## config.mk

```make
export PLATFORM = sky130hd
export DESIGN_NAME = stream_tree_serializer_flat
export DESIGN_NICKNAME = d
export VERILOG_FILES = /design/src/rtl/stream_ser_pkg.sv /design/src/rtl/stream_tree_serializer_if.sv /design/src/rtl/ser_beat_select.sv /design/src/rtl/stream_tree_serializer.sv /design/src/flat_wrapper.sv
export SDC_FILE = /design/constraint.sdc
export NUM_CORES = 1
export LEC_CHECK = 0
export ABC_AREA = 1
export BUFFER_PORTS_ARGS = -buffer_cell sky130_fd_sc_hd__buf_2
export CORE_MARGIN = 2
export CORE_UTILIZATION = 30
export DETAILED_ROUTE_END_ITERATION = 8
export PLACE_DENSITY = 0.57
export SYNTH_ARGS = -nofsm -noshare
export SYNTH_HDL_FRONTEND = slang
export SYNTH_SLANG_ARGS = --single-unit
```

## constraint.sdc

```tcl
create_clock -name clk -period 1.85 [get_ports clk]
set_input_delay 0.2775 -clock clk [delete_from_list [all_inputs] [get_ports clk]]
set_output_delay 0.2775 -clock clk [all_outputs]
set_load 0.05 [all_outputs]
```

## src/rtl/stream_ser_pkg.sv

```systemverilog
// Shared types and geometry helpers for the stream tree serializer.
// WIDTH/LANES derive the beats per word and the beat counter width.
package stream_ser_pkg;

    typedef enum logic {
        LSB_FIRST = 1'b0,
        MSB_FIRST = 1'b1
    } bit_order_e;

    typedef enum logic {
        StIdle  = 1'b0,
        StShift = 1'b1
    } sh_state_e;

    function automatic int unsigned calc_steps(int unsigned width, int unsigned lanes);
        return width / lanes;
    endfunction

    function automatic int unsigned calc_cntw(int unsigned width, int unsigned lanes);
        int unsigned steps;
        steps = width / lanes;
        return (steps > 1) ? $clog2(steps) : 1;
    endfunction

    function automatic bit geometry_ok(int unsigned width, int unsigned lanes);
        return (lanes >= 1) && (lanes <= width) && ((width % lanes) == 0);
    endfunction

endpackage

```

## src/rtl/stream_tree_serializer_if.sv

```systemverilog
// Producer-side handshake and serial-link outputs of the stream tree serializer.
// Signal names are from the serializer's point of view.
interface stream_tree_serializer_if #(
    parameter int unsigned WIDTH = 16,
    parameter int unsigned LANES = 1
);
    logic [WIDTH-1:0] data_i;
    logic             valid_i;
    logic             msb_first_i;
    logic             ready_o;
    logic [LANES-1:0] data_o;
    logic             valid_o;
    logic             sof_o;

    modport master (
        output data_i, valid_i, msb_first_i,
        input  ready_o, data_o, valid_o, sof_o
    );

    modport slave (
        input  data_i, valid_i, msb_first_i,
        output ready_o, data_o, valid_o, sof_o
    );
endinterface

```

## src/rtl/ser_beat_select.sv

```systemverilog
// Picks the LANES-bit beat for the current counter value from the shifter word,
// in either bit order.
module ser_beat_select
    import stream_ser_pkg::*;
#(
    parameter int unsigned WIDTH = 16,
    parameter int unsigned LANES = 1,
    localparam int unsigned STEPS = calc_steps(WIDTH, LANES),
    localparam int unsigned CNTW  = calc_cntw(WIDTH, LANES)
) (
    input  logic [WIDTH-1:0] sh_data_i,
    input  logic [CNTW-1:0]  cnt_i,
    input  bit_order_e       order_i,
    output logic [LANES-1:0] beat_o
);

    always_comb begin
        beat_o = '0;
        for (int unsigned s = 0; s < STEPS; s++) begin
            if (cnt_i == CNTW'(s)) begin
                if (order_i == MSB_FIRST) begin
                    beat_o = sh_data_i[WIDTH-1-s*LANES -: LANES];
                end else begin
                    beat_o = sh_data_i[s*LANES +: LANES];
                end
            end
        end
    end

endmodule

```

## src/rtl/stream_tree_serializer.sv

```systemverilog
// Single-clock serializer: a one-word holding buffer feeds a beat-counted shifter
// whose current beat is captured into registered outputs every cycle.
module stream_tree_serializer
    import stream_ser_pkg::*;
#(
    parameter int unsigned WIDTH = 16,
    parameter int unsigned LANES = 1
) (
    input  logic                      clk,
    input  logic                      reset,
    stream_tree_serializer_if.slave   bus
);

    localparam int unsigned STEPS = calc_steps(WIDTH, LANES);
    localparam int unsigned CNTW  = calc_cntw(WIDTH, LANES);
    localparam logic [CNTW-1:0] LastCnt = CNTW'(STEPS - 1);

    if (!geometry_ok(WIDTH, LANES)) begin : g_bad_geometry
        $error("stream_tree_serializer: WIDTH must be a non-zero multiple of LANES");
    end

    sh_state_e        state_q, state_d;
    logic [WIDTH-1:0] sh_data_q, sh_data_d;
    bit_order_e       sh_order_q, sh_order_d;
    logic [CNTW-1:0]  cnt_q, cnt_d;
    logic [WIDTH-1:0] hb_data_q, hb_data_d;
    bit_order_e       hb_order_q, hb_order_d;
    logic             hb_valid_q, hb_valid_d;
    logic             ready_q, ready_d;
    logic [LANES-1:0] dout_q, dout_d;
    logic             vout_q, vout_d;
    logic             sof_q, sof_d;

    logic [LANES-1:0] beat;
    logic             accept;
    logic             sh_free;
    bit_order_e       in_order;

    ser_beat_select #(
        .WIDTH (WIDTH),
        .LANES (LANES)
    ) u_beat_select (
        .sh_data_i (sh_data_q),
        .cnt_i     (cnt_q),
        .order_i   (sh_order_q),
        .beat_o    (beat)
    );

    assign in_order = bus.msb_first_i ? MSB_FIRST : LSB_FIRST;
    assign accept   = bus.valid_i && ready_q;
    // Free also on the last beat, so the next word follows with no bubble.
    assign sh_free  = (state_q == StIdle) || (cnt_q == LastCnt);

    always_comb begin
        state_d    = state_q;
        sh_data_d  = sh_data_q;
        sh_order_d = sh_order_q;
        cnt_d      = cnt_q;
        hb_data_d  = hb_data_q;
        hb_order_d = hb_order_q;
        hb_valid_d = hb_valid_q;

        if (state_q == StShift) begin
            dout_d = beat;
            vout_d = 1'b1;
            sof_d  = (cnt_q == '0);
        end else begin
            dout_d = '0;
            vout_d = 1'b0;
            sof_d  = 1'b0;
        end

        if (sh_free) begin
            cnt_d = '0;
            if (hb_valid_q) begin
                state_d    = StShift;
                sh_data_d  = hb_data_q;
                sh_order_d = hb_order_q;
                hb_valid_d = 1'b0;
            end else if (accept) begin
                state_d    = StShift;
                sh_data_d  = bus.data_i;
                sh_order_d = in_order;
            end else begin
                state_d = StIdle;
            end
        end else begin
            cnt_d = cnt_q + CNTW'(1);
            if (accept) begin
                hb_data_d  = bus.data_i;
                hb_order_d = in_order;
                hb_valid_d = 1'b1;
            end
        end

        ready_d = !hb_valid_d;
    end

    always_ff @(posedge clk) begin
        if (reset) begin
            state_q    <= StIdle;
            sh_data_q  <= '0;
            sh_order_q <= LSB_FIRST;
            cnt_q      <= '0;
            hb_data_q  <= '0;
            hb_order_q <= LSB_FIRST;
            hb_valid_q <= 1'b0;
            ready_q    <= 1'b1;
            dout_q     <= '0;
            vout_q     <= 1'b0;
            sof_q      <= 1'b0;
        end else begin
            state_q    <= state_d;
            sh_data_q  <= sh_data_d;
            sh_order_q <= sh_order_d;
            cnt_q      <= cnt_d;
            hb_data_q  <= hb_data_d;
            hb_order_q <= hb_order_d;
            hb_valid_q <= hb_valid_d;
            ready_q    <= ready_d;
            dout_q     <= dout_d;
            vout_q     <= vout_d;
            sof_q      <= sof_d;
        end
    end

    assign bus.ready_o = ready_q;
    assign bus.data_o  = dout_q;
    assign bus.valid_o = vout_q;
    assign bus.sof_o   = sof_q;

endmodule

```

## src/flat_wrapper.sv

```systemverilog
// flat-port wrapper written by rule: the top's interface ports become plain ports
module stream_tree_serializer_flat import stream_ser_pkg::*;
#(
    parameter int unsigned WIDTH = 16,
    parameter int unsigned LANES = 1
)
  (clk, reset, bus_data_i, bus_valid_i, bus_msb_first_i, bus_ready_o, bus_data_o, bus_valid_o, bus_sof_o);
  stream_tree_serializer_if #(.WIDTH(WIDTH), .LANES(LANES)) bus_i ();
  input  logic clk;
  input  logic reset;
  input wire logic [$bits(bus_i.data_i)-1:0] bus_data_i;
  input wire logic [$bits(bus_i.valid_i)-1:0] bus_valid_i;
  input wire logic [$bits(bus_i.msb_first_i)-1:0] bus_msb_first_i;
  output wire logic [$bits(bus_i.ready_o)-1:0] bus_ready_o;
  output wire logic [$bits(bus_i.data_o)-1:0] bus_data_o;
  output wire logic [$bits(bus_i.valid_o)-1:0] bus_valid_o;
  output wire logic [$bits(bus_i.sof_o)-1:0] bus_sof_o;
  assign bus_i.data_i = bus_data_i;
  assign bus_i.valid_i = bus_valid_i;
  assign bus_i.msb_first_i = bus_msb_first_i;
  assign bus_ready_o = bus_i.ready_o;
  assign bus_data_o = bus_i.data_o;
  assign bus_valid_o = bus_i.valid_o;
  assign bus_sof_o = bus_i.sof_o;
  stream_tree_serializer #(.WIDTH(WIDTH), .LANES(LANES)) u_core (.clk(clk), .reset(reset), .bus(bus_i));
endmodule
```

==> summary.md <==
| Metric | Value |
|---|---|
| Net count of the mapped netlist | 345 |
| Unique masters post-synth | 22 |
| Synth top cells by count | 62 x nand2_1, 60 x a21oi_1, 44 x dfxtp_1, 40 x inv_1, 35 x nor2_1 |
| Fraction of final layout cells with drive strength greater than 1 | 15.9% |
| Simple-gate area share of the yosys netlist | 23.3% |
| Count of mapped cells out of synthesis | 321 |
| Number of enable-type register cells in the synthesized netlist | 0 |
| Die height | 88.6 um |
| Mux cell area share after synthesis | 0% |
| Net total in the final layout | 369 |
| Wire length of the first global-routing pass | 8490 um |
| Cells taking the most area after synthesis | dfxtp_1 41%, a21oi_1 14%, nand2_1 11%, inv_1 7.0%, nor2_1 6.1% |
| Area inside the core boundary | 0.00687 mm2 |
| Initial drt markers | 107 |
| Number of global-route vias before repair | 1912 |
| Final setup violation count | 0 |
| Kind of end point of the critical path | register |
| Final Non-Filler Cells | 441 |
| # port buffers | 23 |
| Compound-gate portion of the synthesized area | 22.0% |
| Most used DFF post-synth | dfxtp_1 |
| Parity-gate share of the synthesized area counting xor and xnor cells | 0.407% |
| Leakage dissipation | 1.09 nW |
| Netlist area before placement | 0.00215 mm2 |
| Slowest CP cell | dfxtp_4 |
| Maximum vdd ir drop | 0.364 mV |
| Power per standard cell area | 826 mW/mm2 |
| ANT cells | 0 |
| Maximum number of pins on one net before global-route repair | 35 |
| Outcome | finished clean |
| CTS tree | done |
| Top cell family by delay on the critical path | simple AND/OR/NAND/NOR gates |
| RePlAce Congestion | 0.872 |
| Data arrival at the endpoint of the critical path | 1.96 ns |
| Share of Yosys cell area claimed by the top area cell type | 41.0% |
| Avg Vias per Cell | 4.66 |
| Critical Path, Cell by Cell | inv_4 > ha_1 > inv_2 > a21oi_1 > o21ai_0 > nand2_1 > nand2_1 > nand2_1 > nand2_1 > nand2_1 > nand2_1 > nand2_1 > nand2_1 > nand2_1 > nand2_1 > nand3_1 > nand3_1 > nand2_1 > a21oi_2 |
| Clock insertion delay at the later pin of the skew report | 0.29 ns |
| Layout overhead on the synthesized area | 16.2% |
| Minimum setup slack in the final design | 0.113 ns |
| Upper clock frequency limit | 576 MHz |
| Antenna-violating nets left | 0 |
| Number of placed cells counting well taps | 434 |
| Chip Width | 88.6 um |
| Clock-pin transition on the worst setup and hold timing paths | 0.08 ns |
| Max-Cap Viols | 0 |
| Clk_skew | 0.00305 ns |
| Number of H-tree levels | 2 |
| Count of standard-cell rows | 30 |
| Total DRC errors in the routed layout | 0 |
| DP HPWL | 3640 um |
| Post-detailed-routing wire length | 4970 um |
| PnR Total Power | 2.06 mW |
| Adder and majority cell fraction of the synthesized area | 2.33% |
| Final routed wire length divided by cell count | 11.3 um |
| Worst Tran Pin Value | 0.363 ns |
| Fin crit share | 93.9% |
| Kind of critical path | reg -> reg |
| RSZ-0062 raised after global routing | true |
| Gr usage total | 13.6% |
| Syn. warnings | 0 |
| Post-synthesis cell type with the largest combined area | dfxtp_1 |
| CTS Hold Buffers Added | 0 |
| Clock buffer depth | 2 |
| Die Outline Area | 0.00786 mm2 |
| Post-synth ARST share | 0% |
| Count of pins on the block boundary | 24 |
| Tmin final | 1.74 ns |
| Number of endpoints with negative hold slack in the final report | 0 |
| Final global-route overflow total | 0 |
| Max-slew violation count | 0 |
| Setup slack at placement | 0.0201 ns |
| Inserted Clock Buffers | 5 |
| Min-Delay Path Class | in -> reg |
| Synthesized flop and latch total | 44 |
| Buffer and inverter count on the worst path | 2 |
| Final-layout setup total negative slack | 0 ns |
| Critical path's largest stage delay | 0.39 ns |
| Total clock sinks | 44 |
| Cell with the most instances on the worst path | nand2_1 |
| Via total after detailed routing | 2055 |
| Pre-antenna DRT Iters | 4 |
| Sequential-to-total area share from yosys stat | 41.0% |
| Antenna violations before repair | 0 |
| Cell at the root of the clock tree | clkbuf_8 |
| Initial cell density of the core | 31.3% |
| Maximum net fanout on the critical path | 5 |
| Count leader, synth | nand2_1 |
| Main combinational cell family by area after synthesis | simple AND/OR/NAND/NOR gates |
| Synthesized area divided by synthesized cell count | 6.70 um2 |
| Max transition margin | 75.7% |
| CP required | 2.07 ns |
| Kind of start point of the critical path | register |
==> power breakdown <==
| group | internal, mW | total, mW | switching [mW] |
|---|---|---|---|
| registers | 1.02 | 1.07 | 0.0497 |
| clock network | 0.257 | 0.565 | 0.308 |
| logic | 0.154 | 0.424 | 0.270 |
| total | 1.44 | 2.06 | 0.627 |
==> repair_timing <==
item,in CTS,in global routing
gates resized for setup,1,12
pin swaps,0,2
setup endpoints to repair,1,6
setup buffers,0,0
==> worst register-to-register path, stage by stage (launching register included) <==
cell and delay (ns):
dfxtp_4 0.39, inv_4 0.04, ha_1 0.20, inv_2 0.09, a21oi_1 0.04, o21ai_0 0.08
nand2_1 0.07, nand2_1 0.05, nand2_1 0.04, nand2_1 0.05, nand2_1 0.05, nand2_1 0.05
nand2_1 0.04, nand2_1 0.05, nand2_1 0.04, nand2_1 0.06, nand3_1 0.06, nand3_1 0.07
nand2_1 0.06, a21oi_2 0.12
==> final timing paths <==
path,start,endpoint,slack (ns),cells past startpoint
worst max-delay path,u_core.cnt_q[0],u_core.bus.data_o,0.11,19
worst min-delay path,bus_data_i[0],u_core.hb_data_q[0],0.26,3
worst max register to register,u_core.cnt_q[0],u_core.bus.data_o,0.11,19
worst min register to register,u_core.hb_data_q[1],u_core.hb_data_q[1],0.46,2
==> per-stage QoR <==
step                util, %  hold WS, ns  area [um2]
CTS                    36.0        0.250        2470
finish                 36.4        0.260        2500
global route           36.4        0.273        2500
detailed placement     34.9        0.455        2390
floorplan                 -        0.440        2150
global placement       34.9        0.451        2390
==> sequential cells by signal (all words and copies together) (netlist names) <==
signal	flops
u_core.sh_data_q	16
u_core.hb_valid_q	1
u_core.bus.sof_o	1
u_core.hb_data_q	16
u_core.bus.ready_o	1
u_core.state_q	1
u_core.sh_order_q	1
u_core.bus.data_o	1
u_core.hb_order_q	1
u_core.bus.valid_o	1
u_core.cnt_q	4
==> kinds of logic (layout without fill, tap and decap cells) <==
group           Yosys count  after routing
fa+ha+maj                 4              4
xor+xnor                  1              1
flops                    44             44
buf+inv                  58             82
compound gates           90             90
simple gates            124            124
==> cells in the final DEF (no fill, tap or decap) <==
master	n
a211oi_1	1
a211oi_2	1
a21oi_1	60
a21oi_2	1
a31oi_1	1
buf_12	1
buf_2	23
buf_4	9
clkbuf_1	1
clkbuf_8	5
clkinv_2	1
dfxtp_1	42
dfxtp_2	1
dfxtp_4	1
ha_1	2
ha_2	1
ha_4	1
inv_1	35
inv_2	6
inv_4	1
nand2_1	62
nand2_2	1
nand3_1	24
nor2_1	34
nor2_2	2
nor3_1	1
o211ai_1	3
o21ai_0	23
xor2_1	1
==> layer usage <==
metal / global-route usage, % / wire [um] / up-vias
li1: - / - / 1082
met1: 17.3 / 2360 / 926
met2: 23.3 / 2360 / 40
met3: 2.61 / 192 / 7
met4: 4.13 / 64 / 0
met5: 0 / 0 / -
==> final cells by class <==
class                      instances  area, um2
tap                               96        120
clock inverter                     1       5.00
sequential                        44        886
multi-input combinational        219       1050
inverter                          42        160
timing repair buffer              33        203
clock buffer                       6       72.6
fill                             751       4370
Note: power is estimated with default switching activity, not from simulation.
